<file path="config.mk">
export PLATFORM = sky130hd
export DESIGN_NAME = noc_output_arbiter
export DESIGN_NICKNAME = d
export VERILOG_FILES = /design/src/rtl/noc_pkg.sv /design/src/rtl/rr_pick.sv /design/src/rtl/noc_output_arbiter.sv
export SDC_FILE = /design/constraint.sdc
export NUM_CORES = 1
export LEC_CHECK = 0
export CORE_AREA = 2 2 155 157
export DETAILED_ROUTE_END_ITERATION = 12
export DIE_AREA = 0 0 157 159
export GPL_TIMING_DRIVEN = 0
export SLEW_MARGIN = 20
export SYNTH_ARGS = -nofsm -noshare
export SYNTH_HDL_FRONTEND = slang
export SYNTH_SLANG_ARGS = --single-unit
</file>
<file path="constraint.sdc">
create_clock -name clk -period 7.3 [get_ports clk]
set_input_delay 1.46 -clock clk [delete_from_list [all_inputs] [get_ports clk]]
set_output_delay 1.46 -clock clk [all_outputs]
set_load 0.02 [all_outputs]
</file>
<file path="src/rtl/noc_pkg.sv">
// Shared types and flit-field helpers for the NoC output arbiter.
package noc_pkg;

  typedef enum logic [1:0] {
    IDLE   = 2'd0,
    HOLD   = 2'd1,
    LOCKED = 2'd2
  } arb_state_e;

  function automatic int unsigned head_bit(int unsigned width);
    return width - 1;
  endfunction

  function automatic int unsigned tail_bit(int unsigned width);
    return width - 2;
  endfunction

endpackage

</file>
<file path="src/rtl/rr_pick.sv">
// Combinational round-robin picker: first set request at or after ptr, wrapping.
module rr_pick
#(
  parameter int unsigned N     = 4,
  parameter int unsigned IDX_W = (N > 1) ? $clog2(N) : 1
)
(
  input  logic [N-1:0]     req,
  input  logic [IDX_W-1:0] ptr,
  output logic [N-1:0]     gnt,
  output logic [IDX_W-1:0] idx,
  output logic             any
);

  logic [2*N-1:0] masked;

  // Lower copy masked below ptr, so the search wraps into the upper copy.
  always_comb begin
    masked = {req, req};
    for (int j = 0; j < int'(N); j++) begin
      if (j < int'(ptr)) masked[j] = 1'b0;
    end
    gnt = '0;
    idx = '0;
    any = 1'b0;
    for (int j = 0; j < 2 * int'(N); j++) begin
      if (!any && masked[j]) begin
        any = 1'b1;
        idx = IDX_W'(j % int'(N));
      end
    end
    if (any) gnt[idx] = 1'b1;
  end

endmodule

</file>
<file path="src/rtl/noc_output_arbiter.sv">
// Round-robin wormhole arbiter sharing one router output between N inputs.
// Optional per-input head-flit counters when NOC_ARB_STATS_EN is defined.
module noc_output_arbiter
  import noc_pkg::*;
#(
  parameter int unsigned N     = 4,
  parameter int unsigned WIDTH = 64,
  parameter int unsigned CNT_W = 16
)
(
  input  logic                 clk,
  input  logic                 rst,
  input  logic [N*WIDTH-1:0]   in_flit,
  input  logic [N-1:0]         in_valid,
  output logic [N-1:0]         in_ready,
  output logic [WIDTH-1:0]     out_flit,
  output logic                 out_valid,
  input  logic                 out_ready,
  output logic [N-1:0]         grant,
  output logic                 busy,
  output logic                 err,
  input  logic                 stat_clr,
  output logic [N*CNT_W-1:0]   stat_pkt_cnt
);

  localparam int unsigned IDX_W = (N > 1) ? $clog2(N) : 1;
  localparam int unsigned HB    = head_bit(WIDTH);
  localparam int unsigned TB    = tail_bit(WIDTH);

  arb_state_e       state, state_n;
  logic [IDX_W-1:0] rr_ptr, rr_ptr_n;
  logic [IDX_W-1:0] sel, sel_n;
  logic [IDX_W-1:0] cur_idx;
  logic             err_n;
  logic             xfer;

  logic [WIDTH-1:0] flits [N];
  logic [N-1:0]     heads;
  logic [N-1:0]     cand;
  logic [N-1:0]     pick_gnt;
  logic [IDX_W-1:0] pick_idx;
  logic             pick_any;
  logic             idle_bad;

  function automatic logic [IDX_W-1:0] ptr_inc(logic [IDX_W-1:0] p);
    return (int'(p) == int'(N) - 1) ? '0 : IDX_W'(int'(p) + 1);
  endfunction

  always_comb begin
    for (int i = 0; i < int'(N); i++) begin
      flits[i] = in_flit[i*WIDTH +: WIDTH];
      heads[i] = flits[i][HB];
    end
    cand     = in_valid & heads;
    idle_bad = |(in_valid & ~heads);
  end

  rr_pick #(.N(N), .IDX_W(IDX_W)) u_rr_pick (
    .req (cand),
    .ptr (rr_ptr),
    .gnt (pick_gnt),
    .idx (pick_idx),
    .any (pick_any)
  );

  // Flit mux, handshake and next-state logic.
  always_comb begin
    state_n   = state;
    rr_ptr_n  = rr_ptr;
    sel_n     = sel;
    err_n     = err;
    out_valid = 1'b0;
    grant     = '0;
    in_ready  = '0;
    cur_idx   = (state == IDLE) ? pick_idx : sel;
    out_flit  = flits[cur_idx];

    if (!rst) begin
      if (state == IDLE) begin
        out_valid = pick_any;
        grant     = pick_gnt;
      end else begin
        out_valid  = in_valid[sel];
        grant[sel] = 1'b1;
      end
      if (state != IDLE || pick_any) in_ready[cur_idx] = out_ready;
    end

    xfer = out_valid & out_ready;

    unique case (state)
      IDLE: begin
        if (idle_bad) err_n = 1'b1;
        if (pick_any) begin
          // An untaken offer is frozen in HOLD so later arrivals cannot steal it.
          if (!xfer) begin
            sel_n   = pick_idx;
            state_n = HOLD;
          end else if (out_flit[TB]) begin
            rr_ptr_n = ptr_inc(pick_idx);
          end else begin
            sel_n   = pick_idx;
            state_n = LOCKED;
          end
        end
      end
      HOLD: begin
        if (xfer) begin
          if (out_flit[TB]) begin
            state_n  = IDLE;
            rr_ptr_n = ptr_inc(sel);
          end else begin
            state_n = LOCKED;
          end
        end
      end
      LOCKED: begin
        if (xfer) begin
          if (out_flit[HB]) err_n = 1'b1;
          if (out_flit[TB]) begin
            state_n  = IDLE;
            rr_ptr_n = ptr_inc(sel);
          end
        end
      end
      default: state_n = IDLE;
    endcase
  end

  always_ff @(posedge clk) begin
    if (rst) begin
      state  <= IDLE;
      rr_ptr <= '0;
      sel    <= '0;
      err    <= 1'b0;
    end else begin
      state  <= state_n;
      rr_ptr <= rr_ptr_n;
      sel    <= sel_n;
      err    <= err_n;
    end
  end

  assign busy = (state != IDLE);

`ifdef NOC_ARB_STATS_EN
  logic [CNT_W-1:0] cnt [N];

  // Saturating head-flit counters; clear wins over a same-cycle increment.
  always_ff @(posedge clk) begin
    if (rst || stat_clr) begin
      for (int i = 0; i < int'(N); i++) cnt[i] <= '0;
    end else if (xfer && out_flit[HB] && (cnt[cur_idx] != '1)) begin
      cnt[cur_idx] <= cnt[cur_idx] + CNT_W'(1);
    end
  end

  always_comb begin
    for (int i = 0; i < int'(N); i++) stat_pkt_cnt[i*CNT_W +: CNT_W] = cnt[i];
  end
`else
  logic unused_stat_clr;
  assign unused_stat_clr = stat_clr;
  assign stat_pkt_cnt    = '0;
`endif

endmodule

</file>
== After elaboration in Yosys (flattened, before gate mapping) ==
Cells that the tools add are included.
Operators by class
  add/sub/neg operators: 2
  magnitude comparators: 10
  eq/ne operators: 16
  multiplexer cells: 59
  bitwise logic cells: 6
  reduce and logical (&&, ||, !) cells: 28
Operators by type and width (count)
  $bmux W64 S2: 1
  $mux W64: 2
  $mux W2: 23
  $mux W1: 21
  $mux W4: 5
  $ne A2 B2 Y1 const B: 9
  $and A4 B4 Y4: 3
  $logic_and A1 B1 Y1: 10
  $lt A2 B3 Y1 const B: 3
  $logic_not A1 Y1: 7
  $demux W1 S2: 3
  $eq A2 B1 Y1 const B: 3
  $ge A2 B1 Y1 const B: 3
  $pmux W2 S3: 1
  $reduce_and A6 Y1: 1
  $reduce_bool A2 Y1: 3
  $reduce_and A5 Y1: 1
  $add A2 B1 Y2 const B: 2
  $lt A1 B2 Y1 const A: 2
  $ne A2 B1 Y1 const B: 2
  $not A4 Y4: 1
  $pmux W2 S2: 1
  $reduce_and A4 Y1: 1
  $reduce_or A4 Y1: 1
  12 further kinds: 12
Storage, ports and cells
  register bits after elaboration: 7
  input bits: 264
  output and inout bits: 139
  logic and storage cells: 125

== Logic depth before layout (Yosys ltp) ==
  depth after elaboration: 33
  depth in mapped cells: 10
  gate-level depth less buffers: 9

== Hierarchy ==
Synthesis repeated with hierarchy kept, for this count alone.
Second synthesis, totals
  cell total of the unflattened synthesis: 277
  area, all modules: 2995.4 um^2
By module, submodules not included
  noc_output_arbiter: times used 1, cells each 245, area an instance 2793.9 um^2, sequential area each 140.1 um^2
  rr_pick: times used 1, cells each 32, area an instance 201.4 um^2, sequential area each 0.0 um^2

== Worst setup path after synthesis ==
No wires, ideal clock.
  path type: input to output
  start: in in_flit[127]
  end: out out_flit[0]
  data arrival time: 3.238 ns
  data required time: 5.840 ns
  setup slack: 2.602 ns
  stages on the path: 8
  buffers on the path: 3
  cells stage by stage: and2_1 o311ai_4 a22o_2 buf_6 buf_2 buf_1 nand2_1 a31oi_1
Between the ends
  cells in the longest elaborated chain, start to end: 27
  elaborated cells between the ends (all ways): 33
  classes of those cells: mux: 18; bitwise: 2; reduce/logical: 13
RTL lines
  start, declared: RTL line noc_output_arbiter.sv:13  | input logic [N*WIDTH-1:0] in_flit,
  $and A4 B4 Y4 (*): RTL line noc_output_arbiter.sv:54  | cand = in_valid & heads;
  $mux W1: RTL line rr_pick.sv:21  | if (j < int'(ptr)) masked[j] = 1'b0;
  $logic_and A1 B1 Y1: RTL line rr_pick.sv:27  | if (!any && masked[j]) begin
  $mux W1: RTL line rr_pick.sv:27
  $logic_not A1 Y1: RTL line rr_pick.sv:27
  $logic_and A1 B1 Y1: RTL line rr_pick.sv:27
  $mux W1: RTL line rr_pick.sv:27
  $logic_not A1 Y1: RTL line rr_pick.sv:27
  [... 10 more ...]
  $mux W1: RTL line rr_pick.sv:27
  $logic_not A1 Y1: RTL line rr_pick.sv:27
  $logic_and A1 B1 Y1: RTL line rr_pick.sv:27
  $mux W2 (*): RTL line rr_pick.sv:27
  $mux W2 (*): RTL line noc_output_arbiter.sv:75  | cur_idx = (state == IDLE) ? pick_idx : sel;
  $not A2 Y3 (not written as such) (*): RTL line noc_output_arbiter.sv:76  | out_flit = flits[cur_idx];
  $bmux W64 S2 (*): RTL line noc_output_arbiter.sv:76
  $mux W64 (not written as such) (*) (2 in series): RTL line noc_output_arbiter.sv:76
  end, declared: RTL line noc_output_arbiter.sv:16  | output logic [WIDTH-1:0] out_flit,
Mark *: on every way between the ends. The rest lies on a longest branch, timed or not. The select of a mux whose other input is x is not followed.

== Worst setup path after layout ==
  start: in in_flit[63]
  end: out out_flit[21]
Between the ends
  cells in the longest elaborated chain, start to end: 29
  elaborated cells between the ends (all ways): 35
  classes of those cells: mux: 19; bitwise: 2; reduce/logical: 14
RTL lines (RTL line)
  $and A4 B4 Y4 (*): noc_output_arbiter.sv:54
  $mux W1: rr_pick.sv:21
  $mux W1: rr_pick.sv:27
  $logic_not A1 Y1: rr_pick.sv:27
  $logic_and A1 B1 Y1: rr_pick.sv:27
  $mux W1: rr_pick.sv:27
  $logic_not A1 Y1: rr_pick.sv:27
  $logic_and A1 B1 Y1: rr_pick.sv:27
  [... 12 more ...]
  $mux W1: rr_pick.sv:27
  $logic_not A1 Y1: rr_pick.sv:27
  $logic_and A1 B1 Y1: rr_pick.sv:27
  $mux W2 (*): rr_pick.sv:27
  $mux W2 (*): noc_output_arbiter.sv:75
  $not A2 Y3 (not written as such) (*): noc_output_arbiter.sv:76
  $bmux W64 S2 (*): noc_output_arbiter.sv:76
  $mux W64 (not written as such) (*) (2 in series): noc_output_arbiter.sv:76
Marks and branches as above.

==> metrics.md <==
| Metric | Value |
|---|---|
| Min Tclk post-route | `6.500 ns` |
| Vias per std cell | `4.160` |
| Arr. time, crit path | `5.04 ns` |
| Largest family of logic cells by synthesized area | `compound AO/OA/AOI/OAI gates` |
| Status | `finished clean` |
| Peak Freq | `153.9 MHz` |
| GRT Total Usage | `15.28%` |
| Async set-reset flop share out of synthesis | `0%` |
| Top FF cell, synth | `dfxtp_1` |
| Final Skew | `0.003857 ns` |
| FILL cells | `2,517` |
| Clk sinks | `7` |
| Mean Syn Cell Area | `6.156 sq um` |
| Synth Area in Simple Gates | `31.60%` |
| Share of layout cells above drive strength 1 | `8.728%` |
| Critical path endpoint category | `primary output` |
| Design area | `7451 sq um` |
| Layout area overhead | `120.9%` |
| CP Data Required Time | `5.84 ns` |
| Initial antenna violation count | `0` |
| Clock transition at path regs | `0.04 ns` |
| Fin crit share | `89.04%` |
| Root Driver | `clkbuf_16` |
| Synth Cell Area | `3373 sq um` |
| CTS tree | `built` |
| Max-slew violations | `0` |
| Overflow after GRT | `0` |
| Most frequent cells after synthesis | `137 x nand2_1, 64 x a211oi_1, 64 x buf_4, 63 x a31oi_1, 56 x and2_1` |
| Drt first pass iters | `4` |
| Post-DR wirelength/cell | `16.30 um` |
| Maximum VDD drop | `164.0 uV` |
| Via Count | `5,283` |
| Fin nets | `1,227` |
| Routability cong. | `0.8436` |
| Dpl ws | `0.7759 ns` |
| Relative slew slack | `37.94%` |
| Site row count | `56` |
| Die X | `157 um` |
| Count leader, synth | `nand2_1` |
| Placed inst area | `7372 sq um` |
| Setup Total Neg Slack | `0 ns` |
| Vert. Die Dim | `159 um` |
| Min-Delay Path Class | `register to register` |
| Reg area | `140.1 sq um` |
| Worst-margin pin slew | `0.9309 ns` |
| Synth warnings | `0` |
| Number of global-route vias before repair | `5,225` |
| R2r worst-path depth | `10` |
| Post-synthesis compound-gate area fraction | `35.01%` |
| Crit Path Max Fanout | `10` |
| Leakage | `3.004 nW` |
| RSZ-0062 raised after global routing | `no` |
| Final ANT Viol Nets | `0` |
| Synth area leader | `nand2_1` |
| DRC | `0` |
| Cts hold-fix bufs | `0` |
| R2r startpoint | `state[0]` |
| CP Class | `input port to primary output` |
| Synth Area in Adders | `4.080%` |
| Startpoint Class | `input port` |
| Area occupied by multi-input gates | `2748 sq um` |
| Starting Density | `14.54%` |
| Total Wirelength | `20.70 mm` |
| Xor and xnor area share after synthesis | `0%` |
| 1st-iter DRT viols | `238` |
| Seq/Total Area, Yosys | `4.154%` |
| Pwr dens | `325.4 nW/um^2` |
| Top cells by area, synth | `nand2_1 15%, a211oi_1 14%, buf_4 14%` |
| Post-synth EDFFs | `0` |
| Yosys reg bits | `7` |
| Htree depth | `1` |
| Global-route wire length before repair | `29.93 mm` |
| Worst-Skew Late Latency | `0.23 ns` |
| Final non-filler cell total | `1,270` |
| Mux contribution to synthesized area | `3.635%` |
| Largest net degree at the start of global routing | `11` |
| Distinct cells, synth | `48` |
| Final hold slack | `0.4793 ns` |
| CTS resizes | `0` |
| Gate Count Post-Synth | `548` |
| Total CTS buffers | `3` |
| FF-to-FF End | `state[1]` |
| Die Area | `24,960 sq um` |
| Endpoints failing hold | `0` |
| Max_cap viols | `0` |
| Placeable Area | `23,190 sq um` |
| Port-buffer cells | `336` |
| Synth top area share | `15.24%` |
| Crit path capture | `out_flit[21]` |
| Final WS setup | `0.8002 ns` |
| Post-CTS Repair Setup Buffers | `0` |
| Placed insts | `1,266` |
| Clk buf depth | `2` |
| Post-DP HPWL | `17.06 mm` |
| Worst reg2reg setup slack | `4.83 ns` |
| Ant. Diodes | `0` |
| Final setup fails | `0` |
| Setup crit start | `in_flit[63]` |
| I/O pin count | `403` |
## sequential cells by signal, summed over array words and instances, names as in the netlist
register / count
err: 1
rr_ptr: 2
sel: 2
state: 2
## worst min path at each step
| stage | cells after the start | slack (ns) | start | end |
|---|---|---|---|---|
| after floorplan | 2 | 0.49 | sel[0] | sel[0] |
| after global placement | 2 | 0.46 | err | err |
| after detailed placement | 2 | 0.46 | err | err |
| after CTS | 2 | 0.48 | err | err |
| after global routing | 2 | 0.51 | err | err |
| final | 2 | 0.48 | err | err |
## layer usage
| layer | track usage [%] | wire length (um) |
|---|---|---|
| met4 | 2.377 | 259 |
| met3 | 2.422 | 1646 |
| met2 | 28.03 | 10100 |
| met1 | 18.89 | 8693 |
| met5 | 0 | 0 |
## stage by stage
| stage | total power, W | utilization [%] |
|---|---|---|
| finish | 0.002425 | 32.13 |
| global route | 0.002600 | 32.13 |
| CTS | 0.002453 | 32.13 |
| detailed placement | 0.002346 | 31.79 |
| global placement | 0.002352 | 31.79 |
| floorplan | 0.001310 | - |
## cell type report
| class | count | area share (%) |
|---|---|---|
| Timing Repair Buffer | 336 | 45.14 |
| Multi-Input combinational cell | 479 | 36.88 |
| Buffer | 110 | 8.934 |
| Tap cell | 319 | 5.357 |
| Sequential cell | 7 | 1.881 |
| Clock buffer | 4 | 1.058 |
| Inverter | 15 | 0.7557 |
## critical path, stage by stage
cell and delay, ns:
clkdlybuf4s50_1 0.60, nand2_2 0.13, o311a_1 0.34, a21boi_0 0.17, buf_2 0.33, buf_2 0.47, clkbuf_1 0.49, nand2_1 0.15
a31oi_1 0.25, clkdlybuf4s50_1 0.65
## kinds of logic (layout without fill, tap and decap cells)
logic type	Yosys count	after routing
simple gates	229	229
compound gates	164	164
buf+inv	125	465
fa+ha+maj	11	11
mux	11	11
flops	7	7
other cells	1	64
## report_power, final
| part | switching (W) | internal, W | leakage (nW) |
|---|---|---|---|
| logic | 0.00130 | 0.000960 | 2.91 |
| clock network | 0.0000226 | 0.0000728 | 0.0382 |
| registers | 0.0000141 | 0.0000515 | 0.0574 |
## cells in the final DEF, fill, tap and decap left out, drive strengths merged, types with 3 or more instances in the layout
master | Yosys | routed
a211oi | 66 | 66
a21oi | 7 | 7
a31oi | 63 | 63
and2 | 66 | 66
and3 | 4 | 4
buf | 75 | 75
clkbuf | 35 | 39
clkdlybuf4s50 | 0 | 336
conb | 1 | 64
dfxtp | 7 | 7
ha | 11 | 11
inv | 15 | 15
mux2i | 10 | 10
nand2 | 138 | 138
nand3 | 3 | 3
nand3b | 3 | 3
nor2 | 9 | 9
o2111ai | 3 | 3
o21ai | 9 | 9
Note: power is estimated with default switching activity, not from simulation.
